## src/rtl/booth_pkg.sv

```systemverilog
// Shared definitions for the radix-4 Booth multiplier.
//   state_t   : controller states
//   digit_t   : recoded Booth digit as {zero, neg, two}
//   calc_iw   : internal operand width (even, at least WIDTH+1)
//   calc_iter : number of radix-4 iterations (calc_iw/2)
package booth_pkg;

    typedef enum logic [1:0] {
        IDLE = 2'd0,
        CALC = 2'd1,
        DONE = 2'd2
    } state_t;

    // Digit magnitude is 0, 1 or 2; neg gives the sign.
    typedef struct packed {
        logic zero;
        logic neg;
        logic two;
    } digit_t;

    // One guard bit keeps both signed and unsigned operands positive-safe
    // as IW-bit two's-complement values; rounding up to even gives whole digits.
    function automatic int calc_iw(input int width);
        return (width % 2 == 0) ? width + 2 : width + 1;
    endfunction

    function automatic int calc_iter(input int width);
        return calc_iw(width) / 2;
    endfunction

endpackage

```

## src/rtl/booth_r4_enc.sv

```systemverilog
// Radix-4 Booth recoder.
//   triple : {b[2i+1], b[2i], b[2i-1]}
//   digit  : {zero, neg, two} encoding a digit in {-2,-1,0,+1,+2}
module booth_r4_enc
    import booth_pkg::*;
(
    input  logic [2:0] triple,
    output digit_t     digit
);

    logic is_zero;
    logic is_neg;
    logic is_two;

    assign is_zero = (triple == 3'b000) || (triple == 3'b111);
    // 100, 101, 110 are the negative digits; 111 is zero.
    assign is_neg  = triple[2] && !(triple[1] && triple[0]);
    assign is_two  = (triple == 3'b011) || (triple == 3'b100);

    assign digit = {is_zero, is_neg, is_two};

endmodule

```

## src/rtl/booth_r4_mul.sv

```systemverilog
// Sequential radix-4 Booth multiplier, signed or unsigned per operation.
//   clk, rst    : rising-edge clock, asynchronous active-high reset
//   start       : request, accepted in IDLE or DONE
//   signed_mode : 1 = two's-complement operands, 0 = unsigned
//   a, b        : multiplicand / multiplier, captured on accept
//   busy        : high while iterating
//   done        : one-cycle pulse when c is updated
//   c           : 2*WIDTH-bit product, held until the next result
module booth_r4_mul
    import booth_pkg::*;
#(
    parameter int WIDTH = 8
) (
    input  logic               clk,
    input  logic               rst,
    input  logic               start,
    input  logic               signed_mode,
    input  logic [WIDTH-1:0]   a,
    input  logic [WIDTH-1:0]   b,
    output logic               busy,
    output logic               done,
    output logic [2*WIDTH-1:0] c
);

    localparam int IW   = calc_iw(WIDTH);
    localparam int ITER = calc_iter(WIDTH);
    localparam int AW   = IW + 2;      // room for +/-2M without overflow
    localparam int CW   = $clog2(ITER + 1);
    localparam int PW   = 2 * WIDTH;
    localparam int XW   = IW - WIDTH;
    localparam logic [CW-1:0] LAST = CW'(ITER - 1);

    state_t         state_reg;
    state_t         state_next;
    logic [CW-1:0]  cnt_reg;
    logic [AW-1:0]  acc_reg;
    logic [IW-1:0]  mul_reg;
    logic [IW-1:0]  mcand_reg;
    logic           bm1_reg;
    logic [PW-1:0]  c_reg;
    logic           done_reg;

    logic           accept;
    logic [IW-1:0]  a_ext;
    logic [IW-1:0]  b_ext;
    digit_t         digit;
    logic [AW-1:0]  m_ext;
    logic [AW-1:0]  m_mag;
    logic [AW-1:0]  pp;
    logic [AW-1:0]  sum;

    // Sign bit is replicated only in signed mode, otherwise zero-filled.
    assign a_ext = {{XW{signed_mode & a[WIDTH-1]}}, a};
    assign b_ext = {{XW{signed_mode & b[WIDTH-1]}}, b};

    assign accept = start && ((state_reg == IDLE) || (state_reg == DONE));

    booth_r4_enc u_enc (
        .triple ({mul_reg[1:0], bm1_reg}),
        .digit  (digit)
    );

    always_comb begin
        m_ext = {{2{mcand_reg[IW-1]}}, mcand_reg};
        m_mag = digit.two ? {m_ext[AW-2:0], 1'b0} : m_ext;
        pp    = '0;
        if (!digit.zero) begin
            pp = digit.neg ? -m_mag : m_mag;
        end
        sum = acc_reg + pp;
    end

    always_comb begin
        state_next = state_reg;
        case (state_reg)
            IDLE: if (start) state_next = CALC;
            CALC: if (cnt_reg == LAST) state_next = DONE;
            DONE: state_next = start ? CALC : IDLE;
            default: state_next = IDLE;
        endcase
    end

    always_ff @(posedge clk or posedge rst) begin
        if (rst) begin
            state_reg <= IDLE;
        end else begin
            state_reg <= state_next;
        end
    end

    // {acc, mul, bm1} forms one shift register: each iteration adds the
    // digit multiple to the upper part and shifts the whole thing right by 2,
    // so the multiplier bits retire from the bottom as product bits enter.
    always_ff @(posedge clk or posedge rst) begin
        if (rst) begin
            cnt_reg   <= '0;
            acc_reg   <= '0;
            mul_reg   <= '0;
            mcand_reg <= '0;
            bm1_reg   <= 1'b0;
        end else if (accept) begin
            cnt_reg   <= '0;
            acc_reg   <= '0;
            mul_reg   <= b_ext;
            mcand_reg <= a_ext;
            bm1_reg   <= 1'b0;
        end else if (state_reg == CALC) begin
            acc_reg <= {{2{sum[AW-1]}}, sum[AW-1:2]};
            mul_reg <= {sum[1:0], mul_reg[IW-1:2]};
            bm1_reg <= mul_reg[1];
            cnt_reg <= cnt_reg + CW'(1);
        end
    end

    // The low 2*WIDTH bits of the 2*IW-bit product are exact in both modes.
    always_ff @(posedge clk or posedge rst) begin
        if (rst) begin
            c_reg    <= '0;
            done_reg <= 1'b0;
        end else begin
            done_reg <= (state_reg == DONE);
            if (state_reg == DONE) begin
                c_reg <= PW'({acc_reg[IW-1:0], mul_reg});
            end
        end
    end

    assign busy = (state_reg == CALC);
    assign done = done_reg;
    assign c    = c_reg;

endmodule
```

## config.mk

```make
export PLATFORM = sky130hd
export DESIGN_NAME = booth_r4_mul
export DESIGN_NICKNAME = d
export VERILOG_FILES = /design/src/rtl/booth_pkg.sv /design/src/rtl/booth_r4_enc.sv /design/src/rtl/booth_r4_mul.sv
export SDC_FILE = /design/constraint.sdc
export NUM_CORES = 1
export LEC_CHECK = 0
export CORE_ASPECT_RATIO = 0.5
export CORE_MARGIN = 5
export CORE_UTILIZATION = 56
export CTS_CLUSTER_DIAMETER = 100
export DETAILED_ROUTE_END_ITERATION = 12
export PLACE_DENSITY = 0.76
export SKIP_LAST_GASP = 1
export SLEW_MARGIN = 20
export SYNTH_ARGS = -nofsm -noshare
export SYNTH_HDL_FRONTEND = slang
export SYNTH_HIERARCHICAL = 1
export SYNTH_SLANG_ARGS = --single-unit
```

## constraint.sdc

```tcl
create_clock -name clk -period 4.8 [get_ports clk]
set_input_delay 0.72 -clock clk [delete_from_list [all_inputs] [get_ports clk]]
set_output_delay 0.72 -clock clk [all_outputs]
set_load 0.01 [all_outputs]
```

==> results.json, run 1 <==
{
  "setup_viol": 0,
  "crit_path_max_fanout": 6,
  "ff_latch_area_um2": 1300,
  "clockRootBuffer": "clkbuf_16",
  "synthToLayoutAreaGrowth_pct": 17.3,
  "drive_gt1_share_pct": 9.74,
  "synth_flop_cell": "dfrtp_1",
  "gr-total-overflow": 0,
  "fillers": 454,
  "finalCritPeriodShare_pct": 90.2,
  "syn-num-nets": 390,
  "wl_per_cell_um": 17.0,
  "worstSetupEndpointType": "flip-flop",
  "num_antenna_cells": 0,
  "place_congestion": 0.902,
  "cts_setup_buffers": 0,
  "final_common_cell": "nand2_1",
  "grt_max_degree": 53,
  "hold_class": "reg -> reg",
  "fp-row-count": 19,
  "die-area_um2": 7350,
  "start_util_pct": 57.9,
  "crit_path_top_delay_cell": "or3b_2",
  "clockBufferDepth": 2,
  "rsz0062_at_grt": "false",
  "pin_count": 38,
  "wl_um": 7690,
  "start_kind": "flip-flop",
  "cts_buffers": 5,
  "worst_slack_ns": 0.469,
  "yosys_register_bits": 52,
  "crit_arrival_ns": 4.57,
  "fin_skew_ns": 0.00563,
  "worstMarginPinSlew_ns": 0.913,
  "die_w_um": 116,
  "track_usage_pct": 22.8,
  "portBuffers": 37,
  "largest_reg_flops": 16,
  "maxSlewHeadroom_pct": 39.2,
  "ctsHoldBuffers": 0,
  "ant_nets": 0,
  "final_cell_mix": "nand2_1, dfrtp_1, clkdlybuf4s50_1",
  "core_area_um2": 5470,
  "status": "finished clean",
  "hold_viol_final": 0,
  "num-nets-final": 414,
  "post-place-ws_ns": 0.464,
  "drtIter0Drc": 213,
  "fmax_ghz": 0.231,
  "post_cts_resize_count": 0,
  "via_per_inst": 5.96,
  "maxCapViolCount": 0,
  "dp_hpwl_um": 5400,
  "crit_path_cell_trace": "nand2b_1 > o22ai_1 > mux2i_1 > ha_1 > or3b_2 > nor4b_2 > o22ai_1 > a2111oi_0 > ha_1 > a21oi_1 > o21ai_0 > or2_2 > a211o_1 > nand3_1",
  "seq_area_frac_synth_pct": 41.1,
  "fin_tns_setup_ns": 0,
  "period_minus_slack_ns": 4.33,
  "synthArstFlopShare_pct": 100,
  "antenna_found_initial": 0,
  "syn_inst": 355,
  "multiInputGateArea_um2": 1710,
  "fp.dieH_um": 63.2,
  "clkLatencyLatePin_ns": 0.30,
  "htreeDepth": 2,
  "crit_type": "reg -> reg",
  "max_stage_delay_ns": 0.49,
  "ys_types": 50,
  "drv_slew": 0,
  "grt_pass1_wl_um": 13400,
  "synth_area_um2": 3160,
  "clkSlewWorstSetupHoldPaths_ns": 0.07,
  "grt_pass1_vias": 2717,
  "syn_area_per_cell_um2": 8.91,
  "drcViolationCount": 0,
  "ys_warn_count": 6,
  "route.vias.total": 2701,
  "cts_tree": "built",
  "synth_edf_count": 0,
  "cp.required_ns": 5.03,
  "firstDrtPassIters": 4,
  "numClockSinks": 52
}
-- layout make-up --
class / count / share of cell area (%)
clock buffer: 6 / 3.47
clock inverter: 2 / 1.05
tap: 73 / 2.46
sequential: 52 / 35.1
timing repair buffer: 40 / 10.6
inverter: 12 / 1.25
multi-input combinational: 268 / 46.1
-- metrics by stage --
stage          instances  hold slack (ns)  util [%]  instance area (µm²)
4_1_cts              453            0.506      67.8                 3710
3_3_place_gp         445            0.482      64.8                 3540
6_report             453            0.507      67.9                 3710
5_1_grt              453            0.530      67.9                 3710
2_1_floorplan        355            0.456         -                 3160
3_5_place_dp         445            0.488      64.8                 3540
-- kinds of logic (layout without fill, tap and decap cells) --
kind of cell / after synthesis / in the layout / synth area share, %
buf+inv: 35 / 60 / 4.78
simple gates: 141 / 141 / 21.2
mux: 17 / 17 / 6.01
flops: 52 / 52 / 41.1
compound gates: 87 / 87 / 18.5
xor+xnor: 8 / 8 / 2.21
fa+ha+maj: 15 / 15 / 6.17
-- layer usage --
metal / part of all wire, % / track usage (%)
met4: 1.4 / 6.51
met2: 43 / 33.5
met5: 0 / 0
met1: 49 / 33.4
met3: 5.9 / 5.26
-- worst paths after layout --
| path | from | to | slack (ns) | depth (start not counted) |
|---|---|---|---|---|
| setup / recovery | mul_reg[0] | acc_reg[10] | 0.47 | 14 |
| hold / removal | c[15] | c[15] | 0.51 | 1 |
| setup reg to reg | mul_reg[0] | acc_reg[10] | 0.47 | 14 |
| hold reg to reg | c[15] | c[15] | 0.51 | 1 |
| max in group asynchronous | rst | mcand_reg[3] | 3.36 | 2 |
| min in group asynchronous | rst | done | 0.91 | 2 |
-- synth_stat cells, types with 3 or more instances --
cell type	number	area (µm²)
or2_2	5	31.3
nand4_1	4	25.0
o211ai_1	3	22.5
clkbuf_1	18	67.6
nor2_1	22	82.6
a2111oi_0	5	43.8
nor2b_1	8	50.1
mux2_2	16	180
nand3_1	9	45.0
a21oi_1	17	85.1
nand2_1	64	240
xnor2_1	4	35.0
nand2b_1	15	93.8
a21boi_0	5	37.5
inv_1	12	45.0
a22oi_1	9	67.6
xor2_1	4	35.0
buf_4	3	22.5
o21ai_0	19	95.1
o22ai_1	4	25.0
ha_1	14	175
or3_1	3	18.8
a21o_1	6	45.0
dfrtp_1	52	1300
-- critical path: cells and delay by family, from the launching register on --
kind | cells | cell delay [ns]
muxes | 1 | 0.29
and+or+nand+nor | 5 | 1.35
DFF | 1 | 0.42
AOI/OAI and AO/OA | 6 | 1.62
adders and majority gates | 2 | 0.59
Power of run 1 is left out: the tool's default activity adds up to more than one toggle a clock period on the data nets, which glitch-free logic cannot reach.
==> inputs of run 2 (changes only) <==
--- a/config.mk
+++ b/config.mk
@@ -12,7 +12,6 @@
 export DETAILED_ROUTE_END_ITERATION = 12
 export PLACE_DENSITY = 0.76
 export SKIP_LAST_GASP = 1
-export SLEW_MARGIN = 20
 export SYNTH_ARGS = -nofsm -noshare
 export SYNTH_HDL_FRONTEND = slang
 export SYNTH_HIERARCHICAL = 1
==> run 2 against run 1 <==
Critical path type unchanged. Routed wire length is essentially flat. Worst hold slack unchanged. Flip-flop and latch count did not move. Register-to-register slack is essentially flat. Setup slack better by 0.0021 ns. Highest routed layer unchanged. Count of clock-buffer cells in the layout did not move. Critical path depth is the same.
==> results.json, run 2 (synthesized netlist as in run 1, its figures left out) <==
{
  "status": "finished clean",
  "finalCritPeriodShare_pct": 90.2,
  "numClockSinks": 52,
  "wl_um": 7700,
  "dp_hpwl_um": 5400,
  "fillers": 455,
  "antenna_found_initial": 0,
  "worstMarginPinSlew_ns": 1.08,
  "die-area_um2": 7350,
  "ff_latch_area_um2": 1300,
  "place_inst": 445,
  "clockRootBuffer": "clkbuf_16",
  "crit_path_cell_trace": "nand2b_1 > o22ai_1 > mux2i_1 > ha_1 > or3b_2 > nor4b_2 > o22ai_1 > a2111oi_0 > ha_1 > a21oi_1 > o21ai_0 > or2_2 > a211o_1 > nand3_1",
  "start_util_pct": 57.9,
  "cp.required_ns": 5.03,
  "synthToLayoutAreaGrowth_pct": 17.2,
  "drtIter0Drc": 213,
  "fin_tns_setup_ns": 0,
  "final_cell_mix": "nand2_1, dfrtp_1, clkdlybuf4s50_1",
  "period_minus_slack_ns": 4.33,
  "crit_path_max_fanout": 6,
  "multiInputGateArea_um2": 1710,
  "clockBufferDepth": 2,
  "gr-total-overflow": 0,
  "drv_slew": 0,
  "cts_buffers": 5,
  "drcViolationCount": 0,
  "firstDrtPassIters": 6,
  "track_usage_pct": 22.8,
  "die_w_um": 116,
  "wl_per_cell_um": 17.0,
  "clkSlewWorstSetupHoldPaths_ns": 0.07,
  "start_kind": "flip-flop",
  "place_congestion": 0.902,
  "clkLatencyLatePin_ns": 0.30,
  "post_cts_resize_count": 0,
  "fin_cells": 453,
  "grt_pass1_wl_um": 13400,
  "maxCapViolCount": 0,
  "core_area_um2": 5470,
  "htreeDepth": 2,
  "setup_viol": 0,
  "worstSetupEndpointType": "flip-flop",
  "hold_class": "reg -> reg",
  "max_stage_delay_ns": 0.49,
  "fin_skew_ns": 0.00581,
  "grt_pass1_vias": 2717,
  "via_per_inst": 5.98,
  "crit_arrival_ns": 4.56,
  "grt_max_degree": 53,
  "hold_viol_final": 0,
  "portBuffers": 37,
  "crit_path_top_delay_cell": "or3b_2",
  "fp-row-count": 19,
  "largest_reg_flops": 16,
  "crit_type": "reg -> reg",
  "cts_tree": "built",
  "ctsHoldBuffers": 0,
  "rsz0062_at_grt": "false",
  "maxSlewHeadroom_pct": 28.1,
  "cts_setup_buffers": 0,
  "fmax_ghz": 0.231,
  "drive_gt1_share_pct": 9.74,
  "ant_nets": 0,
  "num_antenna_cells": 0,
  "num-nets-final": 414,
  "final_common_cell": "nand2_1",
  "route.vias.total": 2710,
  "pin_count": 38,
  "fp.dieH_um": 63.2
}
==> run 2: cell count changes in the layout (fill, tap and decap cells not counted), sizes merged <==
cell and change:
clkinv -1, inv +1
==> run 2: metal layers <==
layer	wire length, µm	up-vias	track usage, %
met4	104	0	6.51
met5	0	-	0
met3	474	12	5.26
li1	-	1293	-
met2	3330	88	33.5
met1	3790	1317	33.4
==> run 2: final cells by class <==
| cell class | instances | share of cell area, % |
|---|---|---|
| Clock inverter | 2 | 1.05 |
| Tap cell | 73 | 2.46 |
| Sequential cell | 52 | 35.1 |
| Timing Repair Buffer | 40 | 10.6 |
| Multi-Input combinational cell | 268 | 46.1 |
| Clock buffer | 6 | 3.47 |
| Inverter | 12 | 1.21 |
==> run 2: metrics by stage <==
stage                     hold slack (ns)  utilization [%]  setup WS (ns)  area [µm²]
final                               0.507             67.8          0.471        3710
after floorplan                     0.456                -          0.651        3160
after global routing                0.530             67.8         0.0927        3710
after CTS                           0.506             67.8          0.462        3710
after detailed placement            0.488             64.8          0.464        3540
after global placement              0.482             64.8          0.699        3540
==> run 2: worst paths after layout <==
| kind | from | to | slack, ns | cells after the start |
|---|---|---|---|---|
| max | mul_reg[0] | acc_reg[10] | 0.47 | 14 |
| min | c[15] | c[15] | 0.51 | 1 |
| max reg2reg | mul_reg[0] | acc_reg[10] | 0.47 | 14 |
| min reg2reg | c[15] | c[15] | 0.51 | 1 |
| max in group asynchronous | rst | mcand_reg[3] | 3.13 | 2 |
| min in group asynchronous | rst | done | 1.01 | 2 |
==> run 2: worst max-delay path: cells and delay by family (launching register included) <==
family / cells / cell delay (ns)
adder cells (fa/ha/maj): 2 / 0.59
multiplexers: 1 / 0.29
AND/OR/NAND/NOR: 5 / 1.35
flip-flops: 1 / 0.42
AO/OA/AOI/OAI: 6 / 1.62
Power of run 2 is left out for the same reason.
